### src/rtl/multicycle_control.sv
// Multicycle sequencer for the MIPS-subset datapath: one shared memory port for fetch and load/store,
// per-cycle datapath controls, memory wait-timeout fault and a retired-instruction counter.
module multicycle_control #(
    parameter int TIMEOUT = 255,
    parameter int CNT_W   = 32
) (
    input  logic             clk,
    input  logic             reset,
    input  logic [5:0]       opcode,
    input  logic [5:0]       funct,
    input  logic             zero,
    input  logic             mem_ready,
    output logic             mem_req,
    output logic             mem_we,
    output logic             iord,
    output logic             ir_we,
    output logic             pc_we,
    output logic [1:0]       pc_sel,
    output logic             reg_we,
    output logic [1:0]       reg_dst,
    output logic [1:0]       wb_sel,
    output logic [2:0]       alu_op,
    output logic [1:0]       alu_src_b,
    output logic [2:0]       state,
    output logic             fault,
    output logic [CNT_W-1:0] retired
);

    localparam int WAIT_W = (TIMEOUT < 2) ? 1 : $clog2(TIMEOUT + 1);

    localparam logic [5:0] OP_RTYPE = 6'b000000;
    localparam logic [5:0] OP_J     = 6'b000010;
    localparam logic [5:0] OP_JAL   = 6'b000011;
    localparam logic [5:0] OP_BEQ   = 6'b000100;
    localparam logic [5:0] OP_BNE   = 6'b000101;
    localparam logic [5:0] OP_ADDI  = 6'b001000;
    localparam logic [5:0] OP_XORI  = 6'b001110;
    localparam logic [5:0] OP_LW    = 6'b100011;
    localparam logic [5:0] OP_SW    = 6'b101011;

    localparam logic [5:0] FN_ADD = 6'b100000;
    localparam logic [5:0] FN_SUB = 6'b100010;
    localparam logic [5:0] FN_SLT = 6'b101010;
    localparam logic [5:0] FN_JR  = 6'b001000;

    localparam logic [2:0] ALU_ADD = 3'b000;
    localparam logic [2:0] ALU_SUB = 3'b001;
    localparam logic [2:0] ALU_XOR = 3'b010;
    localparam logic [2:0] ALU_SLT = 3'b011;

    typedef enum logic [2:0] {
        S_FETCH  = 3'd0,
        S_DECODE = 3'd1,
        S_EXEC   = 3'd2,
        S_MEM    = 3'd3,
        S_WB     = 3'd4,
        S_HALT   = 3'd7
    } state_t;

    state_t              state_reg, state_next;
    logic [WAIT_W-1:0]   wait_reg, wait_next;
    logic                fault_reg;
    logic [CNT_W-1:0]    retired_reg;

    logic req_raw, we_raw, ir_raw, pc_raw, reg_raw;
    logic retire, fault_set, timeout_hit;

    // Limit is reached on the cycle whose unanswered request would push the count to TIMEOUT.
    assign timeout_hit = (wait_reg == WAIT_W'(TIMEOUT - 1));

    always_comb begin
        state_next = state_reg;
        req_raw    = 1'b0;
        we_raw     = 1'b0;
        ir_raw     = 1'b0;
        pc_raw     = 1'b0;
        reg_raw    = 1'b0;
        iord       = 1'b0;
        pc_sel     = 2'd0;
        reg_dst    = 2'd0;
        wb_sel     = 2'd0;
        alu_op     = ALU_ADD;
        alu_src_b  = 2'd0;
        retire     = 1'b0;
        fault_set  = 1'b0;

        case (state_reg)
            S_FETCH: begin
                req_raw = 1'b1;
                if (mem_ready) begin
                    ir_raw     = 1'b1;
                    pc_raw     = 1'b1;
                    state_next = S_DECODE;
                end else if (timeout_hit) begin
                    fault_set  = 1'b1;
                    state_next = S_HALT;
                end
            end
            S_DECODE: begin
                case (opcode)
                    OP_J: begin
                        pc_raw     = 1'b1;
                        pc_sel     = 2'd2;
                        retire     = 1'b1;
                        state_next = S_FETCH;
                    end
                    OP_JAL: begin
                        pc_raw     = 1'b1;
                        pc_sel     = 2'd2;
                        reg_raw    = 1'b1;
                        reg_dst    = 2'd2;
                        wb_sel     = 2'd2;
                        retire     = 1'b1;
                        state_next = S_FETCH;
                    end
                    OP_RTYPE: begin
                        case (funct)
                            FN_JR: begin
                                pc_raw     = 1'b1;
                                pc_sel     = 2'd3;
                                retire     = 1'b1;
                                state_next = S_FETCH;
                            end
                            FN_ADD, FN_SUB, FN_SLT: state_next = S_EXEC;
                            default: begin
                                fault_set  = 1'b1;
                                state_next = S_HALT;
                            end
                        endcase
                    end
                    OP_BEQ, OP_BNE, OP_ADDI, OP_XORI, OP_LW, OP_SW: state_next = S_EXEC;
                    default: begin
                        fault_set  = 1'b1;
                        state_next = S_HALT;
                    end
                endcase
            end
            S_EXEC: begin
                case (opcode)
                    OP_BEQ, OP_BNE: begin
                        alu_op     = ALU_SUB;
                        pc_sel     = 2'd1;
                        pc_raw     = (opcode == OP_BEQ) ? zero : !zero;
                        retire     = 1'b1;
                        state_next = S_FETCH;
                    end
                    OP_LW, OP_SW: begin
                        alu_src_b  = 2'd1;
                        state_next = S_MEM;
                    end
                    OP_ADDI: begin
                        alu_src_b  = 2'd1;
                        state_next = S_WB;
                    end
                    OP_XORI: begin
                        alu_op     = ALU_XOR;
                        alu_src_b  = 2'd2;
                        state_next = S_WB;
                    end
                    OP_RTYPE: begin
                        if (funct == FN_SUB)
                            alu_op = ALU_SUB;
                        else if (funct == FN_SLT)
                            alu_op = ALU_SLT;
                        state_next = S_WB;
                    end
                    default: begin
                        // IR changed under us; treat as illegal rather than guess.
                        fault_set  = 1'b1;
                        state_next = S_HALT;
                    end
                endcase
            end
            S_MEM: begin
                req_raw = 1'b1;
                iord    = 1'b1;
                we_raw  = (opcode == OP_SW);
                if (mem_ready) begin
                    if (opcode == OP_SW) begin
                        retire     = 1'b1;
                        state_next = S_FETCH;
                    end else begin
                        state_next = S_WB;
                    end
                end else if (timeout_hit) begin
                    fault_set  = 1'b1;
                    state_next = S_HALT;
                end
            end
            S_WB: begin
                reg_raw    = 1'b1;
                reg_dst    = (opcode == OP_RTYPE) ? 2'd1 : 2'd0;
                wb_sel     = (opcode == OP_LW) ? 2'd1 : 2'd0;
                retire     = 1'b1;
                state_next = S_FETCH;
            end
            S_HALT: state_next = S_HALT;
            default: begin
                fault_set  = 1'b1;
                state_next = S_HALT;
            end
        endcase
    end

    always_comb begin
        wait_next = wait_reg;
        if ((state_next != state_reg) && ((state_next == S_FETCH) || (state_next == S_MEM)))
            wait_next = '0;
        else if (req_raw && !mem_ready)
            wait_next = wait_reg + WAIT_W'(1);
    end

    always_ff @(posedge clk) begin
        if (!reset) begin
            state_reg   <= S_FETCH;
            wait_reg    <= '0;
            fault_reg   <= 1'b0;
            retired_reg <= '0;
        end else begin
            state_reg <= state_next;
            wait_reg  <= wait_next;
            if (fault_set)
                fault_reg <= 1'b1;
            if (retire)
                retired_reg <= retired_reg + CNT_W'(1);
        end
    end

    // Enables are gated by reset so an access in flight is abandoned without side effects.
    assign mem_req = reset & req_raw;
    assign mem_we  = reset & we_raw;
    assign ir_we   = reset & ir_raw;
    assign pc_we   = reset & pc_raw;
    assign reg_we  = reset & reg_raw;
    assign fault   = fault_reg | (reset & fault_set);
    assign state   = state_reg;
    assign retired = retired_reg;

endmodule
### config.mk
export PLATFORM = sky130hd
export DESIGN_NAME = multicycle_control
export DESIGN_NICKNAME = d
export VERILOG_FILES = /design/src/rtl/multicycle_control.sv
export SDC_FILE = /design/constraint.sdc
export NUM_CORES = 1
export LEC_CHECK = 0
export CAP_MARGIN = 20
export CORE_MARGIN = 3
export CORE_UTILIZATION = 46
export CTS_BUF_LIST = sky130_fd_sc_hd__clkbuf_8 sky130_fd_sc_hd__clkbuf_16
export CTS_CLUSTER_SIZE = 12
export DETAILED_ROUTE_END_ITERATION = 8
export GPL_TIMING_DRIVEN = 1
export PLACE_DENSITY_LB_ADDON = 0.3
export SLEW_MARGIN = 5
export SYNTH_ARGS = -nofsm -noshare
export SYNTH_HDL_FRONTEND = slang
export SYNTH_SLANG_ARGS = --single-unit
### constraint.sdc
create_clock -name clk -period 2.2 [get_ports clk]
set_input_delay 0.22 -clock clk [delete_from_list [all_inputs] [get_ports clk]]
set_output_delay 0.22 -clock clk [all_outputs]
set_load 0.02 [all_outputs]
After elaboration in Yosys (flattened, before gate mapping). Index checks and enable logic that the tools add are counted.

Equal/unequal tests: 20. Reduce and logical (&&, ||, !) cells: 21. $add $sub $neg: 2. Bitwise logic cells: 8. Mux-type cells: 45.

Operators with widths (count): 32-bit by 1-bit adder with 32-bit output (second input constant) (1); 6-bit equality test (second input constant) (5); 2-bit case mux with 2 select lines (5); 1-bit two-way mux (19); 6-bit by 4-bit equality test with 1-bit output (second input constant) (3); 3-bit case mux with 3 select lines (2); 3-bit case mux with 5 select lines (1); 6-bit by 2-bit equality test with 1-bit output (second input constant) (2); 6-bit by 3-bit equality test with 1-bit output (second input constant) (2); 2-bit two-way mux (6); 3-bit two-way mux (4); 2-bit OR reduction (6); 3-bit by 2-bit equality test with 1-bit output (second input constant) (3); 3-bit OR reduction (3); 8-bit by 1-bit adder with 8-bit output (second input constant) (1); 8-bit equality test (second input constant) (1); 1-bit case mux with 4 select lines (2); 8-bit OR reduction (1); 7-bit OR reduction (1); 1-bit bitwise AND (6); 3-bit equality test (second input constant) (2); 3-bit zero test (2); 6-bit zero test (1); 1-bit case mux with 2 select lines (3); 12 further kinds (14).

Word-level logic and storage cells: 100. Bits in registers: 44. Output and inout port bits: 53. Input port bits: 16.

Logic depth before layout (Yosys ltp). Gate-level depths: netlist (run 1).

Depth in word-level cells: 9. Gate-level depth with buffers: 9. Depth with buffers taken out: 8.

Worst setup path before layout (run 1). OpenSTA, ideal clock, no wires.

Kind: register to register. Start point: reg state_reg[0] (netlist: state[0]). End point: reg retired_reg[31] (netlist: retired[31]). Data arrival time: 2.369 ns. Stages on the path, launching flop included: 9. Path slack: -0.301 ns. Cells stage by stage: dfxtp_1 > nand2_1 > or4b_1 > a211o_1 > buf_2 > a311o_1 > buf_2 > o41ai_1 > a21oi_1.

Longest elaborated chain between the ends: 2. Elaborated cells on any way between the ends: 5. Those cells by class: eq/ne: 4; mux: 1.

RTL lines: from (decl) (line 60) `state_t state_reg, state_next;`; from (signal assigned) (line 220) `state_reg <= state_next;`; 3-bit equality test, or another cell as far along (line 87) `case (state_reg)`; 1-bit case mux with 4 select lines (*) (line 87); to (signal assigned) (line 225) `retired_reg <= retired_reg + CNT_W'(1);`; to (decl) (line 63) `logic [CNT_W-1:0] retired_reg;`.

Mark *: on every way between the ends. The rest lies on a longest branch, timed or not. A chain may end at the register's enable or synchronous reset.

Final worst setup path (run 1). Ends and elaborated chain as after synthesis.

==> results of run 1 <==
==> logic make-up (layout without fill, tap and decap cells) <==
| kind of cell | Yosys count | after routing | synth area share |
|---|---|---|---|
| AOI/OAI and AO/OA | 80 | 80 | 0.190 |
| xor gates and xnor gates | 27 | 27 | 0.0786 |
| adders and majority gates | 3 | 3 | 0.0125 |
| buffers and inverters | 48 | 169 | 0.0640 |
| DFF | 44 | 44 | 0.293 |
| muxes | 10 | 10 | 0.0333 |
| other | 1 | 1 | 0.00125 |
| and+or+nand+nor | 183 | 183 | 0.328 |
==> cells in the mapped netlist, types with 2 or more instances <==
cell and instances:
sky130_fd_sc_hd__a21o_1 3, sky130_fd_sc_hd__a21oi_1 12, sky130_fd_sc_hd__a22oi_1 2, sky130_fd_sc_hd__a311oi_1 13, sky130_fd_sc_hd__a31oi_1 7, sky130_fd_sc_hd__and3_1 8
sky130_fd_sc_hd__and4_1 4, sky130_fd_sc_hd__buf_1 2, sky130_fd_sc_hd__buf_2 4, sky130_fd_sc_hd__buf_4 2, sky130_fd_sc_hd__clkbuf_1 24, sky130_fd_sc_hd__dfxtp_1 44
sky130_fd_sc_hd__ha_1 3, sky130_fd_sc_hd__inv_1 15, sky130_fd_sc_hd__mux2i_1 10, sky130_fd_sc_hd__nand2_1 35, sky130_fd_sc_hd__nand2b_1 12, sky130_fd_sc_hd__nand3_1 18
sky130_fd_sc_hd__nand3b_1 4, sky130_fd_sc_hd__nand4_1 15, sky130_fd_sc_hd__nor2_1 42, sky130_fd_sc_hd__nor2b_1 2, sky130_fd_sc_hd__nor3_1 10, sky130_fd_sc_hd__nor3b_1 3
sky130_fd_sc_hd__nor4_1 4, sky130_fd_sc_hd__o211ai_1 10, sky130_fd_sc_hd__o21a_1 2, sky130_fd_sc_hd__o21ai_0 8, sky130_fd_sc_hd__o21ai_1 3, sky130_fd_sc_hd__o221ai_1 5
sky130_fd_sc_hd__o22ai_1 2, sky130_fd_sc_hd__o311ai_0 2, sky130_fd_sc_hd__o31ai_1 3, sky130_fd_sc_hd__or3_1 12, sky130_fd_sc_hd__or3b_2 2, sky130_fd_sc_hd__or4b_1 2
sky130_fd_sc_hd__xnor2_1 25, sky130_fd_sc_hd__xor2_1 2
==> worst min-delay path, delay by kind of cell (launching register included) <==
family / cells / cell delay, ns
DFF: 1 / 0.33
and+or+nand+nor: 1 / 0.06
muxes: 1 / 0.06
==> final cells by class <==
type | count | area share
Clock buffer | 6 | 0.0182
Multi-Input combinational cell | 304 | 0.472
Timing Repair Buffer | 145 | 0.278
Sequential cell | 44 | 0.196
Inverter | 16 | 0.0133
Tap cell | 75 | 0.0207
Clock inverter | 2 | 0.00249
==> power groups by stage <==
stage	clock (mW)	sequential, mW	combinational [mW]
after floorplan	0	0.962	0.793
final	0.541	0.936	1.81
after CTS	0.547	0.926	1.61
after global placement	0	0.941	1.51
after detailed placement	0	0.944	1.53
after global routing	0.574	0.945	1.95
==> routing by layer <==
layer / vias up / GRT usage
met1: 1665 / 0.328
met5: - / 0
li1: 1694 / -
met3: 22 / 0.0303
met2: 129 / 0.386
met4: 0 / 0.0552
==> repair_timing <==
item | 4_1_cts | 5_1_grt
pin swaps | 13 | 18
endpoints found under the setup margin | 47 | 44
buffers inserted | 9 | 2
hold buffers | 0 | 0
gates resized for setup | 37 | 41
==> stage by stage <==
| step | hold WS [ns] | instances | util |
|---|---|---|---|
| after floorplan | 0.372 | 396 | - |
| after global placement | 0.465 | 573 | 0.684 |
| after detailed placement | 0.475 | 573 | 0.684 |
| after CTS | 0.498 | 590 | 0.711 |
| after global routing | 0.530 | 592 | 0.739 |
| final | 0.498 | 592 | 0.739 |
==> path summary, 6_finish.rpt <==
check                           depth (start not counted)           to  slack [ns]
worst min-delay path                                    2  retired[30]        0.50
worst max register to register                          6  retired[31]       -0.12
worst min register to register                          2  retired[30]        0.50
worst max-delay path                                    6  retired[31]       -0.12
==> impl_metrics.prom, run 1 <==
# TYPE chip_impl_metric gauge
chip_impl_info{name="top_delay_family_on_crit_path",value="simple AND/OR/NAND/NOR gates"} 1
chip_impl_metric{name="grt_max_degree",unit=""} 28
chip_impl_metric{name="worst-path-buf-inv",unit=""} 0
chip_impl_info{name="status",value="complete, but fails checks"} 1
chip_impl_metric{name="critical_path_rt",unit="ns"} 2.44
chip_impl_info{name="mostFrequentLayoutCell",value="sky130_fd_sc_hd__buf_4"} 1
chip_impl_metric{name="fin_nets",unit=""} 535
chip_impl_metric{name="filler_cell_count",unit=""} 456
chip_impl_info{name="worst_r2r_startpoint",value="state[0]"} 1
chip_impl_metric{name="layout-drive-gt1-share",unit=""} 0.248
chip_impl_metric{name="antennaDiodeCount",unit=""} 0
chip_impl_metric{name="core",unit="sq um"} 6130
chip_impl_metric{name="detailedRoute.firstPassIterationCount",unit=""} 5
chip_impl_metric{name="pre_cts_ws",unit="ns"} -0.666
chip_impl_metric{name="syn-cell-area",unit="sq um"} 3010
chip_impl_metric{name="drt_drc_violations_left",unit=""} 0
chip_impl_metric{name="cts_inserted_buffers",unit=""} 5
chip_impl_metric{name="synth-edff-count",unit=""} 0
chip_impl_metric{name="gp_congestion",unit=""} 0.854
chip_impl_metric{name="grtUsageTotal",unit=""} 0.235
chip_impl_metric{name="wl_met1",unit="microns"} 4090
chip_impl_info{name="hold_start",value="retired[30]"} 1
chip_impl_metric{name="regArea",unit="sq um"} 887
chip_impl_metric{name="overflow",unit=""} 0
chip_impl_metric{name="design_power_total",unit="mW"} 3.29
chip_impl_metric{name="worst_clock_skew",unit="ns"} 0.00844
chip_impl_info{name="timing.critical_path.to_type",value="flop"} 1
chip_impl_metric{name="power_switching",unit="mW"} 1.33
chip_impl_metric{name="dpl_cell_area",unit="sq um"} 4200
chip_impl_metric{name="finalHoldViolations",unit=""} 0
chip_impl_metric{name="comb_power_share",unit=""} 0.551
chip_impl_info{name="rsz0062_at_grt",value="true"} 1
chip_impl_metric{name="cts.sinks",unit=""} 44
chip_impl_metric{name="placementRows",unit=""} 28
chip_impl_metric{name="die_width",unit="microns"} 86.9
chip_impl_metric{name="power.density",unit="nW/um^2"} 726
chip_impl_metric{name="cp.arrival",unit="ns"} 2.56
chip_impl_metric{name="hpwl",unit="microns"} 6380
chip_impl_info{name="dominantRegCellSynth",value="sky130_fd_sc_hd__dfxtp_1"} 1
chip_impl_info{name="mostFrequentLayoutCells",value="sky130_fd_sc_hd__buf_4 (74), sky130_fd_sc_hd__clkdlybuf4s50_1 (46), sky130_fd_sc_hd__nor2_1 (42)"} 1
chip_impl_metric{name="antenna_left",unit=""} 0
chip_impl_metric{name="flow.area_growth_from_synthesis",unit="%"} 50.5
chip_impl_metric{name="post-route-cell-area",unit="sq um"} 4530
chip_impl_info{name="critical_path.most_common_cell",value="sky130_fd_sc_hd__or4b_4"} 1
chip_impl_metric{name="met2RoutedLength",unit="microns"} 4360
chip_impl_metric{name="pin_count",unit=""} 69
chip_impl_metric{name="wl_per_cell",unit="microns"} 15.5
chip_impl_metric{name="post_route_clock_period_utilization",unit=""} 1.06
chip_impl_metric{name="yosys.cell_types.count",unit=""} 58
chip_impl_metric{name="ys_seq_area_frac",unit=""} 0.293
chip_impl_metric{name="synth_async_sr_flop_share",unit=""} 0
chip_impl_metric{name="internal_power",unit="mW"} 1.96
chip_impl_metric{name="detail_route.wirelength",unit="microns"} 9200
chip_impl_metric{name="fp.dieArea",unit="sq um"} 7550
chip_impl_metric{name="synthesis.nets",unit=""} 415
chip_impl_info{name="highest-signal-layer",value="met4"} 1
chip_impl_info{name="cts_root_buf",value="sky130_fd_sc_hd__clkbuf_8"} 1
chip_impl_metric{name="die_outline_height",unit="microns"} 86.9
chip_impl_info{name="synth_top_area_cell",value="sky130_fd_sc_hd__dfxtp_1"} 1
chip_impl_metric{name="ys_seq_elements",unit=""} 44
chip_impl_metric{name="finalSetupViolCount",unit=""} 13
chip_impl_metric{name="cts_h_tree_depth",unit=""} 2
chip_impl_metric{name="totalNegativeSetupSlack",unit="ns"} -0.713
chip_impl_metric{name="first_global_vias",unit=""} 3169
chip_impl_metric{name="detailroute.wirelength.met3",unit="microns"} 560
chip_impl_metric{name="max-clock-path-buffers",unit=""} 2
chip_impl_metric{name="start_util",unit=""} 0.491
chip_impl_metric{name="final.min_clock_period",unit="ns"} 2.32
chip_impl_metric{name="drv.max_cap_violation_count",unit=""} 0
chip_impl_info{name="violations",value="negative setup slack"} 1
chip_impl_metric{name="power_leakage",unit="nW"} 1.71
chip_impl_metric{name="timing_max_transition_violations_final",unit=""} 0
chip_impl_metric{name="synthesis.yosys.warnings",unit=""} 0
chip_impl_info{name="critical_path_launch_point",value="state[0]"} 1
chip_impl_metric{name="cpPeakStageDelay",unit="ns"} 0.51
chip_impl_info{name="start_kind",value="flop"} 1
chip_impl_metric{name="synthCells",unit=""} 396
chip_impl_info{name="worst_hold_path_type",value="reg -> reg"} 1
chip_impl_metric{name="port_buffers",unit=""} 67
chip_impl_metric{name="largest_register_ffs",unit=""} 32
chip_impl_metric{name="yosys.area.top_type_share",unit=""} 0.293
chip_impl_metric{name="max_freq",unit="MHz"} 430
chip_impl_metric{name="power.sequential.fraction",unit=""} 0.285
chip_impl_metric{name="global_route_wire_length_before_repair",unit="microns"} 14700
chip_impl_metric{name="initial_antenna_violation_count",unit=""} 0
chip_impl_metric{name="layout_setup_ws",unit="ns"} -0.124
chip_impl_info{name="tritoncts",value="built"} 1
chip_impl_metric{name="netSwitchingFraction",unit=""} 0.403
chip_impl_metric{name="worst_setup_hold_path_clk_slew",unit="ns"} 0.09
chip_impl_info{name="yosys-top-cells-area",value="sky130_fd_sc_hd__dfxtp_1 (29%), sky130_fd_sc_hd__xnor2_1 (7.3%), sky130_fd_sc_hd__nor2_1 (5.2%), sky130_fd_sc_hd__nand2_1 (4.4%), sky130_fd_sc_hd__a311oi_1 (3.8%)"} 1
chip_impl_metric{name="synth_area_per_cell",unit="sq um"} 7.60
chip_impl_metric{name="crit_path_max_fanout",unit=""} 7
chip_impl_metric{name="avgViaCountPerCell",unit=""} 5.93
chip_impl_metric{name="clock_network_power_share",unit=""} 0.165
chip_impl_info{name="timing_worst_setup_path_type",value="reg -> reg"} 1
chip_impl_info{name="worstPathCellList",value="nand2_4 -> or4b_4 -> a211o_1 -> a311o_2 -> or4b_4 -> a21oi_2"} 1
chip_impl_metric{name="clk_latency_worst_skew_pair",unit="ns"} 0.30
chip_impl_metric{name="vias",unit=""} 3510
chip_impl_metric{name="worst_ir_drop_vdd",unit="V"} 0.000518
chip_impl_metric{name="drt_first_iter_violations",unit=""} 219
chip_impl_metric{name="footprint_of_the_multi_input_gates",unit="sq um"} 2140
chip_impl_info{name="timing.critical_path.slowest_stage_cell",value="sky130_fd_sc_hd__or4b_4"} 1
(Power assumes the default switching activity.)
==> run 2: changes to the inputs <==
Settings changed: CORE_UTILIZATION 46 to 55.
Clock period 2.2 ns to 2.9 ns, I/O delays scaled along.
==> impl_metrics.prom, run 2 (synthesized netlist as in run 1, its figures left out) <==
# TYPE chip_impl_metric gauge
chip_impl_metric{name="pin_count",unit=""} 69
chip_impl_metric{name="finalHoldViolations",unit=""} 0
chip_impl_metric{name="footprint_of_the_multi_input_gates",unit="sq um"} 1940
chip_impl_info{name="rsz0062_at_grt",value="false"} 1
chip_impl_info{name="worst_r2r_startpoint",value="state[0]"} 1
chip_impl_info{name="worst_hold_path_type",value="reg -> reg"} 1
chip_impl_metric{name="gp_congestion",unit=""} 0.905
chip_impl_metric{name="design_power_total",unit="mW"} 2.11
chip_impl_metric{name="timing.reg2reg.setup_slack",unit="ns"} 0.22
chip_impl_metric{name="worst_clock_skew",unit="ns"} 0.00464
chip_impl_metric{name="cp.arrival",unit="ns"} 2.48
chip_impl_metric{name="flow.area_growth_from_synthesis",unit="%"} 33.5
chip_impl_metric{name="filler_cell_count",unit=""} 384
chip_impl_metric{name="cts_h_tree_depth",unit=""} 2
chip_impl_metric{name="slew-limit-headroom",unit=""} 0.624
chip_impl_metric{name="cts.sinks",unit=""} 44
chip_impl_metric{name="power.density",unit="nW/um^2"} 524
chip_impl_metric{name="final.min_clock_period",unit="ns"} 2.77
chip_impl_metric{name="finish.cell_count_without_fillers",unit=""} 547
chip_impl_metric{name="worst_ir_drop_vdd",unit="V"} 0.000546
chip_impl_metric{name="power_leakage",unit="nW"} 1.42
chip_impl_metric{name="grtUsageTotal",unit=""} 0.284
chip_impl_metric{name="fp.dieArea",unit="sq um"} 6400
chip_impl_info{name="holdPathEnd",value="retired[30]"} 1
chip_impl_info{name="timing.rr.end",value="retired[23]"} 1
chip_impl_info{name="timing_worst_setup_path_type",value="in -> out"} 1
chip_impl_metric{name="initial_antenna_violation_count",unit=""} 0
chip_impl_metric{name="whs_path_depth",unit=""} 2
chip_impl_metric{name="finalSetupViolCount",unit=""} 0
chip_impl_info{name="mostFrequentLayoutCells",value="sky130_fd_sc_hd__clkdlybuf4s50_1 (64), sky130_fd_sc_hd__dfxtp_1 (43), sky130_fd_sc_hd__nor2_1 (42)"} 1
chip_impl_info{name="timing.critical_path.to_type",value="primary output"} 1
chip_impl_metric{name="detail_route.wirelength",unit="microns"} 8690
chip_impl_info{name="tritoncts",value="built"} 1
chip_impl_metric{name="grt_max_degree",unit=""} 36
chip_impl_info{name="status",value="finished, final reports clean"} 1
chip_impl_metric{name="fin_hold_ws",unit="ns"} 0.486
chip_impl_metric{name="totalNegativeSetupSlack",unit="ns"} 0
chip_impl_metric{name="layout_setup_ws",unit="ns"} 0.126
chip_impl_metric{name="worst_setup_hold_path_clk_slew",unit="ns"} 0.08
chip_impl_metric{name="layout-drive-gt1-share",unit=""} 0.111
chip_impl_metric{name="wl_per_cell",unit="microns"} 15.9
chip_impl_metric{name="max-clock-path-buffers",unit=""} 2
chip_impl_metric{name="drv.max_cap_violation_count",unit=""} 0
chip_impl_metric{name="avgViaCountPerCell",unit=""} 6.13
chip_impl_metric{name="detailedRoute.firstPassIterationCount",unit=""} 5
chip_impl_metric{name="core",unit="sq um"} 5200
chip_impl_metric{name="overflow",unit=""} 0
chip_impl_metric{name="drt_first_iter_violations",unit=""} 260
chip_impl_metric{name="start_util",unit=""} 0.578
chip_impl_metric{name="placementRows",unit=""} 26
chip_impl_metric{name="die_outline_height",unit="microns"} 80.0
chip_impl_metric{name="largest_register_ffs",unit=""} 32
chip_impl_metric{name="die_width",unit="microns"} 80.0
chip_impl_metric{name="vias",unit=""} 3351
chip_impl_metric{name="clk_latency_worst_skew_pair",unit="ns"} 0.30
chip_impl_info{name="cts_root_buf",value="sky130_fd_sc_hd__clkbuf_8"} 1
chip_impl_metric{name="number_of_buffers_added_for_setup_after_cts",unit=""} 0
chip_impl_metric{name="cts_inserted_buffers",unit=""} 5
chip_impl_metric{name="critical_path_rt",unit="ns"} 2.61
chip_impl_metric{name="max_freq",unit="MHz"} 360
chip_impl_metric{name="total_placed_cells_including_tap_cells",unit=""} 539
chip_impl_metric{name="first_global_vias",unit=""} 3214
chip_impl_metric{name="global_route_wire_length_before_repair",unit="microns"} 14800
chip_impl_metric{name="regArea",unit="sq um"} 882
chip_impl_metric{name="antennaDiodeCount",unit=""} 0
chip_impl_metric{name="antenna_left",unit=""} 0
chip_impl_info{name="start_kind",value="primary input"} 1
chip_impl_info{name="hold_start",value="retired[30]"} 1
chip_impl_info{name="mostFrequentLayoutCell",value="sky130_fd_sc_hd__clkdlybuf4s50_1"} 1
chip_impl_metric{name="fin_nets",unit=""} 495
chip_impl_metric{name="pre_cts_ws",unit="ns"} -0.140
chip_impl_metric{name="crit_path_max_fanout",unit=""} 5
chip_impl_metric{name="drt_drc_violations_left",unit=""} 0
chip_impl_metric{name="port_buffers",unit=""} 67
chip_impl_metric{name="hpwl",unit="microns"} 6220
chip_impl_metric{name="timing_max_transition_violations_final",unit=""} 0
chip_impl_metric{name="post_route_clock_period_utilization",unit=""} 0.957
chip_impl_metric{name="reg2reg_depth",unit=""} 7
chip_impl_metric{name="worst-slew-pin-transition",unit="ns"} 0.556
run 2: worst max-delay path: stages:
cell and delay, ns:
sky130_fd_sc_hd__clkdlybuf4s50_1 0.46, sky130_fd_sc_hd__buf_4 0.18, sky130_fd_sc_hd__nor4_2 0.31, sky130_fd_sc_hd__buf_4 0.17, sky130_fd_sc_hd__and3_1 0.17, sky130_fd_sc_hd__nand4_1 0.12, sky130_fd_sc_hd__a21oi_1 0.16, sky130_fd_sc_hd__clkdlybuf4s50_1 0.62
run 2: power by group:
part | internal, mW | leakage, nW | total [mW] | switching, mW
Combinational | 0.397 | 1.02 | 0.989 | 0.592
Sequential | 0.648 | 0.356 | 0.714 | 0.0656
Clock | 0.190 | 0.0510 | 0.402 | 0.211
Total | 1.24 | 1.42 | 2.11 | 0.869
run 2: how the worst max path moves through the flow:
stage	startpoint	endpoint	cells past startpoint	slack (ns)
CTS	opcode[0]	pc_we	10	0.01
global route	opcode[0]	pc_sel[0]	8	0.004
finish	opcode[0]	alu_op[1]	8	0.13
global placement	opcode[1]	retired[23]	8	-0.05
floorplan	state[0]	retired[31]	8	0.40
detailed placement	opcode[1]	retired[17]	8	-0.14
run 2: what timing repair did:
item,4_1_cts,5_1_grt
setup endpoints to repair,1,3
resized for setup,1,3
hold buffers,0,0
run 2: metrics by stage:
step	utilization	cell area [sq um]
6_report	0.772	4020
5_1_grt	0.772	4020
4_1_cts	0.771	4010
3_5_place_dp	0.753	3920
3_3_place_gp	0.753	3920
2_1_floorplan	-	3010
run 2: cell type report:
cell class / count / share of cell area
clock buffer: 6 / 0.0205
clock inverter: 2 / 0.00249
inverter: 16 / 0.0149
multi-input combinational: 304 / 0.482
sequential: 44 / 0.219
tap: 70 / 0.0218
timing repair buffer: 105 / 0.239
run 2: layer usage:
metal | track usage | vias up | routed length (microns)
met1 | 0.369 | 1556 | 3660
met2 | 0.466 | 176 | 4200
met3 | 0.0621 | 16 | 685
met5 | 0 | - | 0
li1 | - | 1603 | -
met4 | 0.0861 | 0 | 138
==> run 3: changes to the inputs <==
Settings changed: CORE_UTILIZATION 55 to 34.
==> impl_metrics.prom, run 3 (synthesized netlist as in run 1, its figures left out) <==
# TYPE chip_impl_metric gauge
chip_impl_info{name="critical_path_launch_point",value="opcode[1]"} 1
chip_impl_metric{name="overflow",unit=""} 0
chip_impl_metric{name="port_buffers",unit=""} 67
chip_impl_info{name="worstPathCellList",value="clkdlybuf4s50_1 -> buf_4 -> buf_4 -> buf_4 -> nor4b_1 -> a31oi_1 -> nor4_1 -> clkdlybuf4s50_1"} 1
chip_impl_metric{name="initial_antenna_violation_count",unit=""} 0
chip_impl_metric{name="detailedRoute.firstPassIterationCount",unit=""} 4
chip_impl_info{name="worst_r2r_startpoint",value="retired[4]"} 1
chip_impl_info{name="mostFrequentLayoutCells",value="sky130_fd_sc_hd__clkdlybuf4s50_1 (61), sky130_fd_sc_hd__dfxtp_1 (43), sky130_fd_sc_hd__nor2_1 (42)"} 1
chip_impl_metric{name="critical_path_rt",unit="ns"} 2.61
chip_impl_metric{name="cts_inserted_buffers",unit=""} 5
chip_impl_metric{name="finalSetupViolCount",unit=""} 0
chip_impl_metric{name="grt_max_degree",unit=""} 36
chip_impl_metric{name="first_global_vias",unit=""} 3006
chip_impl_metric{name="worst-path-buf-inv",unit=""} 5
chip_impl_metric{name="largest_register_ffs",unit=""} 32
chip_impl_info{name="timing.critical_path.slowest_stage_cell",value="sky130_fd_sc_hd__clkdlybuf4s50_1"} 1
chip_impl_metric{name="global_route_wire_length_before_repair",unit="microns"} 14400
chip_impl_metric{name="clk_latency_worst_skew_pair",unit="ns"} 0.29
chip_impl_metric{name="finalHoldViolations",unit=""} 0
chip_impl_info{name="worst_hold_path_type",value="reg -> reg"} 1
chip_impl_info{name="rsz0062_at_grt",value="false"} 1
chip_impl_info{name="top_delay_family_on_crit_path",value="buffers and inverters"} 1
chip_impl_info{name="critical_path.most_common_cell",value="sky130_fd_sc_hd__buf_4"} 1
chip_impl_metric{name="drv.max_cap_violation_count",unit=""} 0
chip_impl_metric{name="power.density",unit="nW/um^2"} 510
chip_impl_metric{name="fp.dieArea",unit="sq um"} 10000
chip_impl_metric{name="total_placed_cells_including_tap_cells",unit=""} 569
chip_impl_metric{name="core",unit="sq um"} 8420
chip_impl_metric{name="max-clock-path-buffers",unit=""} 2
chip_impl_info{name="cts_root_buf",value="sky130_fd_sc_hd__clkbuf_8"} 1
chip_impl_info{name="start_kind",value="primary input"} 1
chip_impl_info{name="hold_start",value="retired[30]"} 1
chip_impl_info{name="status",value="finished, final reports clean"} 1
chip_impl_metric{name="layout-drive-gt1-share",unit=""} 0.102
chip_impl_metric{name="wl_per_cell",unit="microns"} 14.8
chip_impl_metric{name="worst_ir_drop_vdd",unit="V"} 0.000321
chip_impl_metric{name="placementRows",unit=""} 33
chip_impl_metric{name="crit_path_max_fanout",unit=""} 6
chip_impl_metric{name="totalNegativeSetupSlack",unit="ns"} 0
chip_impl_metric{name="pin_count",unit=""} 69
chip_impl_metric{name="flow.area_growth_from_synthesis",unit="%"} 33.8
chip_impl_metric{name="finish.cell_count_without_fillers",unit=""} 577
chip_impl_info{name="timing.critical_path.to_type",value="primary output"} 1
chip_impl_metric{name="antenna_left",unit=""} 0
chip_impl_metric{name="cp.arrival",unit="ns"} 2.44
chip_impl_metric{name="hpwl",unit="microns"} 6370
chip_impl_metric{name="die_outline_height",unit="microns"} 100
chip_impl_info{name="mostFrequentLayoutCell",value="sky130_fd_sc_hd__clkdlybuf4s50_1"} 1
chip_impl_metric{name="cts_hold_buffers",unit=""} 0
chip_impl_metric{name="drt_drc_violations_left",unit=""} 0
chip_impl_metric{name="filler_cell_count",unit=""} 832
chip_impl_metric{name="cts.sinks",unit=""} 44
chip_impl_metric{name="drt_first_iter_violations",unit=""} 153
chip_impl_metric{name="cts_h_tree_depth",unit=""} 2
chip_impl_metric{name="worst_clock_skew",unit="ns"} 0.00840
chip_impl_metric{name="die_width",unit="microns"} 100
chip_impl_metric{name="detail_route.wirelength",unit="microns"} 8560
chip_impl_metric{name="final.min_clock_period",unit="ns"} 2.73
chip_impl_metric{name="max_freq",unit="MHz"} 366
chip_impl_info{name="timing_worst_setup_path_type",value="in -> out"} 1
chip_impl_metric{name="timing_max_transition_violations_final",unit=""} 0
chip_impl_metric{name="start_util",unit=""} 0.357
chip_impl_metric{name="number_of_buffers_added_for_setup_after_cts",unit=""} 0
chip_impl_metric{name="cpPeakStageDelay",unit="ns"} 0.66
chip_impl_metric{name="vias",unit=""} 3239
chip_impl_info{name="tritoncts",value="built"} 1
chip_impl_metric{name="power_leakage",unit="nW"} 1.45
chip_impl_metric{name="fin_nets",unit=""} 490
chip_impl_metric{name="worst_setup_hold_path_clk_slew",unit="ns"} 0.08
chip_impl_metric{name="post_route_clock_period_utilization",unit=""} 0.942
chip_impl_metric{name="gp_congestion",unit=""} 0.906
chip_impl_metric{name="grtUsageTotal",unit=""} 0.171
chip_impl_metric{name="avgViaCountPerCell",unit=""} 5.61
chip_impl_metric{name="antennaDiodeCount",unit=""} 0
[run 3: cell count changes in the layout (fill, tap and decap cells not counted)]
cell | before | now
sky130_fd_sc_hd__dlymetal6s2s_1 | 2 | 5
sky130_fd_sc_hd__clkdlybuf4s50_1 | 64 | 61
sky130_fd_sc_hd__buf_4 | 38 | 33
sky130_fd_sc_hd__clkinv_4 | 0 | 1
sky130_fd_sc_hd__clkbuf_8 | 6 | 5
[run 3: report_power, final]
part | internal, mW | switching, mW
logic | 0.377 | 0.586
registers | 0.648 | 0.0578
clock network | 0.168 | 0.218
total | 1.19 | 0.862
[run 3: final timing paths]
check	to	slack, ns	cells past startpoint
worst max-delay path	alu_src_b[0]	0.17	8
worst max register to register	retired[31]	0.34	6
worst min-delay path	retired[30]	0.49	2
worst min register to register	retired[30]	0.49	2
[run 3: what timing repair did]
item                                    CTS  global route
endpoints found under the setup margin    1             6
resized for setup                         1             6
endpoints found under the hold margin     0             0
gates cloned                              0             0
[run 3: metrics by stage]
step                instance area [sq um]  hold WS [ns]  power [mW]  setup WS (ns)  utilization
floorplan                            3010         0.442        1.31          0.399            -
global placement                     3930         0.460        1.67        -0.0425        0.466
detailed placement                   3930         0.474        1.68        -0.0885        0.466
CTS                                  4010         0.496        2.06         0.0150        0.477
global route                         4030         0.530        2.18         0.0222        0.478
finish                               4030         0.490        2.06          0.169        0.478
[run 3: cell type report]
| type | instances | area [sq um] | area share |
|---|---|---|---|
| multi-input cells | 304 | 1940 | 0.481 |
| repair buffers | 100 | 930 | 0.231 |
| flip-flops and latches | 44 | 882 | 0.219 |
| well taps | 105 | 131 | 0.0326 |
| clock buffers | 5 | 68.8 | 0.0171 |
| inverters | 16 | 60.1 | 0.0149 |
| clock inverters | 3 | 18.8 | 0.00466 |
[run 3: layer usage]
| layer | up-vias | GRT usage | routed length (microns) |
|---|---|---|---|
| met1 | 1551 | 0.244 | 4080 |
| met5 | - | 0 | 0 |
| met3 | 6 | 0.0264 | 419 |
| li1 | 1595 | - | - |
| met2 | 87 | 0.274 | 4030 |
| met4 | 0 | 0.0373 | 41 |
[run 3: worst register-to-register path, delay by kind of cell, from the launching register on]
family	cells	cell delay [ns]
compound gates	2	0.62
flops	1	0.42
simple gates	4	1.45
